$ cat config.mk
export PLATFORM = sky130hd
export DESIGN_NAME = mips_multicycle_cpu_flat
export DESIGN_NICKNAME = d
export VERILOG_FILES = /design/src/rtl/mips_multicycle_cpu_pkg.sv /design/src/rtl/mips_multicycle_cpu_if.sv /design/src/rtl/mips_multicycle_cpu_alu.sv /design/src/rtl/mips_multicycle_cpu.sv /design/src/flat_wrapper.sv
export SDC_FILE = /design/constraint.sdc
export NUM_CORES = 1
export LEC_CHECK = 0
export BUFFER_PORTS_ARGS = -buffer_cell sky130_fd_sc_hd__buf_2
export CAP_MARGIN = 20
export CORE_MARGIN = 3
export CORE_UTILIZATION = 25
export CTS_CLUSTER_DIAMETER = 60
export DETAILED_ROUTE_END_ITERATION = 10
export REMOVE_ABC_BUFFERS = 1
export SYNTH_ARGS = -nofsm -noshare
export SYNTH_HDL_FRONTEND = slang
export SYNTH_SLANG_ARGS = --single-unit
$ cat constraint.sdc
create_clock -name clk -period 6.7 [get_ports clk]
set_input_delay 1.34 -clock clk [delete_from_list [all_inputs] [get_ports clk]]
set_output_delay 1.34 -clock clk [all_outputs]
set_load 0.1 [all_outputs]
$ cat src/rtl/mips_multicycle_cpu_pkg.sv
// Shared definitions for the multicycle MIPS core:
// opcodes, ALU ops, FSM states and decode bundle.
package mips_mc_defs;

  localparam logic [5:0] OP_RTYPE = 6'h00;
  localparam logic [5:0] OP_J     = 6'h02;
  localparam logic [5:0] OP_JAL   = 6'h03;
  localparam logic [5:0] OP_BEQ   = 6'h04;
  localparam logic [5:0] OP_BNE   = 6'h05;
  localparam logic [5:0] OP_ADDI  = 6'h08;
  localparam logic [5:0] OP_ANDI  = 6'h0c;
  localparam logic [5:0] OP_LW    = 6'h23;
  localparam logic [5:0] OP_SW    = 6'h2b;

  localparam logic [5:0] FN_JR  = 6'h08;
  localparam logic [5:0] FN_ADD = 6'h20;
  localparam logic [5:0] FN_SUB = 6'h22;
  localparam logic [5:0] FN_AND = 6'h24;
  localparam logic [5:0] FN_OR  = 6'h25;
  localparam logic [5:0] FN_SLT = 6'h2a;

  typedef enum logic [2:0] {
    ALU_ADD,
    ALU_SUB,
    ALU_AND,
    ALU_OR,
    ALU_SLT
  } alu_op_t;

  typedef enum logic [2:0] {
    FETCH,
    DECODE,
    EXEC,
    MEM,
    WB_ALU,
    WB_MEM,
    TRAP
  } state_t;

  typedef struct packed {
    logic r_alu;
    logic jr;
    logic addi;
    logic andi;
    logic lw;
    logic sw;
    logic beq;
    logic bne;
    logic j;
    logic jal;
  } dec_t;

  function automatic logic [31:0] sext16(
    input logic [15:0] v
  );
    return {{16{v[15]}}, v};
  endfunction

endpackage

$ cat src/rtl/mips_multicycle_cpu_if.sv
// Unified instruction/data memory port with
// a req/ready handshake.
interface mips_multicycle_cpu_if;

  logic        mem_req;
  logic        mem_we;
  logic [31:0] mem_addr;
  logic [31:0] mem_wdata;
  logic [31:0] mem_rdata;
  logic        mem_ready;

  modport master (
    output mem_req,
    output mem_we,
    output mem_addr,
    output mem_wdata,
    input  mem_rdata,
    input  mem_ready
  );

  modport slave (
    input  mem_req,
    input  mem_we,
    input  mem_addr,
    input  mem_wdata,
    output mem_rdata,
    output mem_ready
  );

endinterface

$ cat src/rtl/mips_multicycle_cpu_alu.sv
// Combinational ALU shared by PC increment,
// branch target and execute.
module mips_mc_alu
  import mips_mc_defs::*;
(
  input  logic [31:0] a,
  input  logic [31:0] b,
  input  alu_op_t     op,
  output logic [31:0] y,
  output logic        zero
);

  logic [31:0] diff;
  logic        lt;

  assign diff = a + ~b + 32'd1;
  assign lt   = (a[31] != b[31]) ? a[31] : diff[31];

  always_comb begin
    y = a + b;
    unique case (op)
      ALU_SUB: y = diff;
      ALU_AND: y = a & b;
      ALU_OR:  y = a | b;
      ALU_SLT: y = {31'd0, lt};
      default: y = a + b;
    endcase
  end

  assign zero = (y == 32'd0);

endmodule

$ cat src/rtl/mips_multicycle_cpu.sv
// Multicycle MIPS core: one memory port, external
// regfile, trap on illegal/misaligned, retire counter.
module mips_multicycle_cpu
  import mips_mc_defs::*;
#(
  parameter logic [31:0] RESET_PC   = 32'h0000_0000,
  parameter int          CNT_WIDTH  = 32,
  parameter bit          ENABLE_SLT = 1'b1
) (
  input  logic                 clk,
  input  logic                 reset_n,
  mips_multicycle_cpu_if.master mem,
  output logic [4:0]           register_a1,
  output logic [4:0]           register_a2,
  output logic [4:0]           register_a3,
  output logic                 register_we3,
  output logic [31:0]          register_wd3,
  input  logic [31:0]          register_rd1,
  input  logic [31:0]          register_rd2,
  output logic [31:0]          pc,
  output logic                 retired,
  output logic [CNT_WIDTH-1:0] retired_count,
  output logic                 trap
);

  state_t      state, state_n;
  logic [31:0] ir, a_q, b_q, alu_out, mdr;
  logic [31:0] pc_n, ir_n, a_n, b_n;
  logic [31:0] alu_n, mdr_n;
  logic [31:0] alu_a, alu_b, alu_y;
  alu_op_t     alu_op, r_op;
  logic        alu_zero;
  logic        req, we, wr, retire;
  logic [31:0] addr;
  logic [31:0] imm_se;
  logic [5:0]  op, funct;
  dec_t        dec;

  assign op     = ir[31:26];
  assign funct  = ir[5:0];
  assign imm_se = sext16(ir[15:0]);

  always_comb begin
    dec = '0;
    unique case (1'b1)
      op == OP_RTYPE: begin
        dec.r_alu = (funct == FN_ADD)
                 || (funct == FN_SUB)
                 || (funct == FN_AND)
                 || (funct == FN_OR)
                 || (ENABLE_SLT
                     && funct == FN_SLT);
        dec.jr = (funct == FN_JR);
      end
      op == OP_ADDI: dec.addi = 1'b1;
      op == OP_ANDI: dec.andi = 1'b1;
      op == OP_LW:   dec.lw   = 1'b1;
      op == OP_SW:   dec.sw   = 1'b1;
      op == OP_BEQ:  dec.beq  = 1'b1;
      op == OP_BNE:  dec.bne  = 1'b1;
      op == OP_J:    dec.j    = 1'b1;
      op == OP_JAL:  dec.jal  = 1'b1;
      default: ;
    endcase
  end

  always_comb begin
    r_op = ALU_ADD;
    unique case (1'b1)
      funct == FN_SUB: r_op = ALU_SUB;
      funct == FN_AND: r_op = ALU_AND;
      funct == FN_OR:  r_op = ALU_OR;
      funct == FN_SLT: r_op = ALU_SLT;
      default: ;
    endcase
  end

  mips_mc_alu u_alu (
    .a    (alu_a),
    .b    (alu_b),
    .op   (alu_op),
    .y    (alu_y),
    .zero (alu_zero)
  );

  always_comb begin
    state_n = state;
    pc_n    = pc;
    ir_n    = ir;
    a_n     = a_q;
    b_n     = b_q;
    alu_n   = alu_out;
    mdr_n   = mdr;
    alu_a   = pc;
    alu_b   = 32'd4;
    alu_op  = ALU_ADD;
    req     = 1'b0;
    we      = 1'b0;
    addr    = pc;
    wr      = 1'b0;
    retire  = 1'b0;
    unique case (state)
      FETCH: begin
        req = 1'b1;
        if (mem.mem_ready) begin
          ir_n    = mem.mem_rdata;
          pc_n    = alu_y;
          state_n = DECODE;
        end
      end
      DECODE: begin
        a_n     = register_rd1;
        b_n     = register_rd2;
        alu_b   = {imm_se[29:0], 2'b00};
        alu_n   = alu_y;
        state_n = (|dec) ? EXEC : TRAP;
      end
      EXEC: begin
        alu_a = a_q;
        alu_b = b_q;
        unique case (1'b1)
          dec.r_alu: begin
            alu_op  = r_op;
            alu_n   = alu_y;
            state_n = WB_ALU;
          end
          dec.addi: begin
            alu_b   = imm_se;
            alu_n   = alu_y;
            state_n = WB_ALU;
          end
          dec.andi: begin
            alu_b   = {16'd0, ir[15:0]};
            alu_op  = ALU_AND;
            alu_n   = alu_y;
            state_n = WB_ALU;
          end
          dec.lw, dec.sw: begin
            alu_b   = imm_se;
            alu_n   = alu_y;
            state_n = (alu_y[1:0] != 2'b00)
                    ? TRAP : MEM;
          end
          dec.beq, dec.bne: begin
            alu_op = ALU_SUB;
            if (dec.beq == alu_zero) pc_n = alu_out;
            retire  = 1'b1;
            state_n = FETCH;
          end
          dec.j, dec.jal: begin
            pc_n    = {pc[31:28], ir[25:0], 2'b00};
            wr      = dec.jal;
            retire  = 1'b1;
            state_n = FETCH;
          end
          dec.jr: begin
            pc_n = a_q;
            if (a_q[1:0] != 2'b00) begin
              state_n = TRAP;
            end else begin
              retire  = 1'b1;
              state_n = FETCH;
            end
          end
          default: state_n = TRAP;
        endcase
      end
      MEM: begin
        req  = 1'b1;
        we   = dec.sw;
        addr = alu_out;
        if (mem.mem_ready) begin
          if (dec.sw) begin
            retire  = 1'b1;
            state_n = FETCH;
          end else begin
            mdr_n   = mem.mem_rdata;
            state_n = WB_MEM;
          end
        end
      end
      WB_ALU, WB_MEM: begin
        wr      = 1'b1;
        retire  = 1'b1;
        state_n = FETCH;
      end
      TRAP: ;
      default: state_n = TRAP;
    endcase
  end

  always_ff @(posedge clk or negedge reset_n) begin
    if (!reset_n) begin
      state         <= FETCH;
      pc            <= RESET_PC;
      ir            <= '0;
      a_q           <= '0;
      b_q           <= '0;
      alu_out       <= '0;
      mdr           <= '0;
      retired_count <= '0;
    end else begin
      state   <= state_n;
      pc      <= pc_n;
      ir      <= ir_n;
      a_q     <= a_n;
      b_q     <= b_n;
      alu_out <= alu_n;
      mdr     <= mdr_n;
      if (retire)
        retired_count <= retired_count
                       + CNT_WIDTH'(1);
    end
  end

  // FETCH is the reset state, so the request is masked while reset is held
  assign mem.mem_req   = req & reset_n;
  assign mem.mem_we    = we & reset_n;
  assign mem.mem_addr  = addr;
  assign mem.mem_wdata = b_q;

  assign register_a1 = ir[25:21];
  assign register_a2 = ir[20:16];

  always_comb begin
    register_a3 = ir[20:16];
    if (state == EXEC)
      register_a3 = 5'd31;
    else if (state == WB_ALU && dec.r_alu)
      register_a3 = ir[15:11];
  end

  assign register_wd3 = (state == WB_MEM) ? mdr
                      : (state == EXEC) ? pc
                      : alu_out;
  assign register_we3 = wr
                     && (register_a3 != 5'd0);
  assign retired      = retire;
  assign trap         = (state == TRAP);

endmodule

$ cat src/flat_wrapper.sv
// flat-port wrapper written by rule: the top's interface ports become plain ports
module mips_multicycle_cpu_flat import mips_mc_defs::*;
#(
  parameter logic [31:0] RESET_PC   = 32'h0000_0000,
  parameter int          CNT_WIDTH  = 32,
  parameter bit          ENABLE_SLT = 1'b1
)
  (clk, reset_n, register_a1, register_a2, register_a3, register_we3, register_wd3, register_rd1, register_rd2, pc, retired, retired_count, trap, mem_mem_req, mem_mem_we, mem_mem_addr, mem_mem_wdata, mem_mem_rdata, mem_mem_ready);
  mips_multicycle_cpu_if mem_i ();
  input  logic clk;
  input  logic reset_n;
  output logic [4:0] register_a1;
  output logic [4:0] register_a2;
  output logic [4:0] register_a3;
  output logic register_we3;
  output logic [31:0] register_wd3;
  input  logic [31:0] register_rd1;
  input  logic [31:0] register_rd2;
  output logic [31:0] pc;
  output logic retired;
  output logic [CNT_WIDTH-1:0] retired_count;
  output logic trap;
  output wire logic [$bits(mem_i.mem_req)-1:0] mem_mem_req;
  output wire logic [$bits(mem_i.mem_we)-1:0] mem_mem_we;
  output wire logic [$bits(mem_i.mem_addr)-1:0] mem_mem_addr;
  output wire logic [$bits(mem_i.mem_wdata)-1:0] mem_mem_wdata;
  input wire logic [$bits(mem_i.mem_rdata)-1:0] mem_mem_rdata;
  input wire logic [$bits(mem_i.mem_ready)-1:0] mem_mem_ready;
  assign mem_mem_req = mem_i.mem_req;
  assign mem_mem_we = mem_i.mem_we;
  assign mem_mem_addr = mem_i.mem_addr;
  assign mem_mem_wdata = mem_i.mem_wdata;
  assign mem_i.mem_rdata = mem_mem_rdata;
  assign mem_i.mem_ready = mem_mem_ready;
  mips_multicycle_cpu #(.RESET_PC(RESET_PC), .CNT_WIDTH(CNT_WIDTH), .ENABLE_SLT(ENABLE_SLT)) u_core (.clk(clk), .reset_n(reset_n), .mem(mem_i), .register_a1(register_a1), .register_a2(register_a2), .register_a3(register_a3), .register_we3(register_we3), .register_wd3(register_wd3), .register_rd1(register_rd1), .register_rd2(register_rd2), .pc(pc), .retired(retired), .retired_count(retired_count), .trap(trap));
endmodule
==> reports/summary.md <==
Critical path
* **Max Fanout on Critical Path** 10
* **cell with the largest stage delay on the worst path** sky130_fd_sc_hd__or4b_4
* **source of the worst register-to-register timing path** u_core.ir[26]
* **WP data arrival** 7190 ps
* **type of the setup path with the least slack** reg2reg
* **largest incremental delay on the critical path** 550 ps
* **critical path required time** 7130 ps
* **Setup crit end kind** flip-flop
* **startpoint type of the worst setup path** flip-flop
* **setup slack, reg-to-reg** -60 ps
* **worst reg2reg endpoint** u_core.pc[14]
* **path depth of the worst reg2reg path** 29

Global routing
* **antenna violations before repair** 4
* **Congestion Overflow GR** 0
* **wire length of the first global-routing pass** 113.0 mm
* **global-route track usage on met3** 0.04718
* **Overall Global Routing Usage** 0.2008
* **fraction of met1 tracks used by global routing** 0.2656
* **vias in the first global route** 17610
* **met2 global-route usage** 0.3150
* **largest net degree at the start of global routing** 70
* **peak-usage layer in the global routing report** met2

Drt
* **Routed Wire Length** 77.16 mm
* **final routed wire length divided by cell count** 21.83 um
* **remaining design rule violation count** 0
* **post-detailed-route count of antenna-violating nets** 0
* **via total after detailed routing** 18170
* **Via density** 5.141
* **DRT Pass-1 Iters** 5
* **first-iteration detailed-routing DRC count** 1770

Placed design
* **cell total after placement** 3448
* **half-perimeter wire length after detailed placement** 58.22 mm
* **last weighted congestion value of the routability-driven placer** 0.9677
* **IO Port Bufs** 278

Timing
* **final setup skew** 15.06 ps
* **# setup viols final** 26
* **RSZ-0062 raised after global routing** true
* **Final WS setup** -63.91 ps
* **final sum of negative setup slack** -968.4 ps
* **highest clock frequency the design can meet** 147.8 MHz
* **Slew headroom** 0.2611
* **Worst-Margin Slew** 1106 ps
* **minimum period implied by the final worst setup slack** 6764 ps
* **max-slew violation total from the final report** 0
* **final clock period utilization by the worst path** 1.010
* **Hold Violations, Final** 0

Synth
* **dominant cell by count in the synthesized netlist** sky130_fd_sc_hd__nand2_1
* **number of register bits inferred by synthesis** 227
* **Post-synth ARST share** 1.000
* **area share of the largest cell type after synthesis** 0.3238
* **complex-gate fraction of the synthesized area** 0.2076
* **area share of fa/ha/maj cells after synthesis** 0.07188
* **number of cells produced by synthesis** 2129
* **number of flops mapped to enable cells by yosys** 0
* **yosys synthesis warning count** 0
* **average cell area after synthesis** 8.241 um^2
* **sequential cell area fraction in the yosys report** 0.3238
* **cell taking the most area after synthesis** sky130_fd_sc_hd__dfrtp_1
* **multiplexer share of the synthesized area** 0.1186
* **dominant register cell in the synthesized netlist** sky130_fd_sc_hd__dfrtp_1
* **distinct cell type count after synthesis** 82
* **simple-gate share of the synthesized area** 0.1948
* **leading post-synthesis cells by instance count** 383 x sky130_fd_sc_hd__nand2_1, 227 x sky130_fd_sc_hd__dfrtp_1, 179 x sky130_fd_sc_hd__nor2_1
* **Synth Cell Area** 17550 um^2
* **post-synthesis xor/xnor area fraction** 0.02596
* **combinational family with the most area after synthesis** compound AO/OA/AOI/OAI gates
* **cell types occupying the most area after synthesis** sky130_fd_sc_hd__dfrtp_1 32%, sky130_fd_sc_hd__mux2_2 8.7%, sky130_fd_sc_hd__nand2_1 8.2%

Floorplanning
* **placeable core area** 69070 um^2
* **die boundary height** 270.9 um
* **full die area** 73400 um^2
* **num rows** 96
* **effective utilization at floorplan** 0.2540
* **number of ports placed on the die boundary** 279
* **die outline width** 270.9 um

Layout
* **number of nets at the end of the flow** 2772
* **footprint of the multi-input gates** 11180 um^2
* **fraction of layout instances using a drive strength above 1** 0.3200
* **Filler cells** 7321
* **FF+latch area** 5680 um^2
* **area growth from synthesis to final layout** 32.39%
* **Final Non-Filler Cells** 3534

Clock network
* **CTS Hold Buffers Added** 0
* **clock buffer count from CTS** 35
* **clock root buffer master** sky130_fd_sc_hd__clkbuf_16
* **clock slew seen by the registers of the worst setup and hold paths** 60 ps
* **H-Tree Level Count** 2
* **worst-skew pair later-pin latency** 560 ps
* **Clock Sinks** 227
* **largest buffer count on any clock path** 3
* **TritonCTS clock tree** yes

Status
* **violated checks** setup timing
* **outcome** finished, violations left

Worst hold path
* **hold depth** 1
* **hold crit path type** reg2reg
* **hold wc startpoint** u_core.retired_count[31]
* **Worst Hold End** u_core.retired_count[31]

Job
* **reported max-cap violation count** 0

## how the worst max path moves through the flow
stage	startpoint	to	slack (ps)	depth (start not counted)
after global routing	u_core.ir[26]	u_core.pc[14]	-360	30
final	u_core.ir[26]	u_core.pc[14]	-60	29
after floorplan	u_core.state[0]	u_core.pc[24]	-8050	11
after global placement	u_core.ir[26]	u_core.pc[14]	-490	28
after detailed placement	u_core.ir[26]	u_core.pc[1]	-700	28
after CTS	u_core.ir[26]	u_core.pc[14]	-60	28
## critical path: cells and delay by family (launching register included)
kind	cells	cell delay, ps
AND/OR/NAND/NOR	8	2390
AO/OA/AOI/OAI	12	1790
buffers and inverters	5	820
adder cells (fa/ha/maj)	2	740
multiplexers	2	490
flip-flops	1	370
## stage by stage
step | hold slack, ps | instance area [um^2] | utilization | setup WS (ps)
after floorplan | 480.5 | 16930 | - | -8049
after global placement | 456.2 | 21560 | 0.3122 | -493.8
after detailed placement | 462.3 | 21560 | 0.3122 | -699.8
after CTS | 470.1 | 23010 | 0.3331 | -58.21
after global routing | 511.9 | 23220 | 0.3362 | -358.6
final | 467.6 | 23230 | 0.3363 | -63.91
## area by class of cell
type / count / area share
clock inverter: 17 / 0.006733
tap: 931 / 0.05015
inverter: 105 / 0.01697
sequential: 227 / 0.2445
multi-input combinational: 1654 / 0.4813
timing repair buffer: 551 / 0.1579
clock buffer: 46 / 0.04207
antenna: 3 / 0.0003232
## layer usage
layer	vias up	part of all wire	routed length, um
met3	145	0.080	6179
met5	-	0.00027	21
met4	4	0.039	3004
met2	692	0.45	34370
met1	8858	0.44	33590
li1	8469	-	-
## registers in the layout, indices dropped and copies added (netlist names)
name,flops
u_core.a_q,32
u_core.state,3
u_core.ir,32
u_core.pc,32
u_core.retired_count,32
u_core.mem.mem_wdata,32
u_core.alu_out,32
u_core.mdr,32
## logic make-up after synthesis
family,Yosys count
AO/OA/AOI/OAI,551
XOR/XNOR,52
adder cells (fa/ha/maj),99
buffers and inverters,248
flip-flops,227
multiplexers,181
AND/OR/NAND/NOR,771
## repair_timing
action	4_1_cts	5_1_grt
pin swaps	13	12
setup endpoints to repair	32	28
cloned	1	3
hold endpoints to repair	0	0
setup buffers	8	7
gates resized for setup	46	23
## cell usage in the layout (no fill, tap or decap), types with 15 or more instances in the layout
cell type,synthesis,routed
sky130_fd_sc_hd__a22o_1,16,16
sky130_fd_sc_hd__o211ai_1,17,17
sky130_fd_sc_hd__inv_1,105,104
sky130_fd_sc_hd__clkbuf_16,0,37
sky130_fd_sc_hd__o21ai_1,4,15
sky130_fd_sc_hd__nor2b_1,16,15
sky130_fd_sc_hd__nor2_1,179,173
sky130_fd_sc_hd__buf_4,10,256
sky130_fd_sc_hd__buf_2,2,277
sky130_fd_sc_hd__mux2_4,20,20
sky130_fd_sc_hd__nand2_1,383,383
sky130_fd_sc_hd__nand4_1,15,15
sky130_fd_sc_hd__a22oi_1,55,54
sky130_fd_sc_hd__mux2i_1,26,25
sky130_fd_sc_hd__a31oi_1,41,40
sky130_fd_sc_hd__a21oi_1,143,138
sky130_fd_sc_hd__a211oi_1,28,28
sky130_fd_sc_hd__nor3_1,38,38
sky130_fd_sc_hd__nand3_1,40,39
sky130_fd_sc_hd__ha_1,96,92
sky130_fd_sc_hd__xnor2_1,39,39
sky130_fd_sc_hd__dfrtp_1,227,227
sky130_fd_sc_hd__o21ai_0,102,87
sky130_fd_sc_hd__mux2_2,135,135
Power is not shown: default switching activity piles up to over one toggle a cycle in this logic, so the estimate is an artifact.
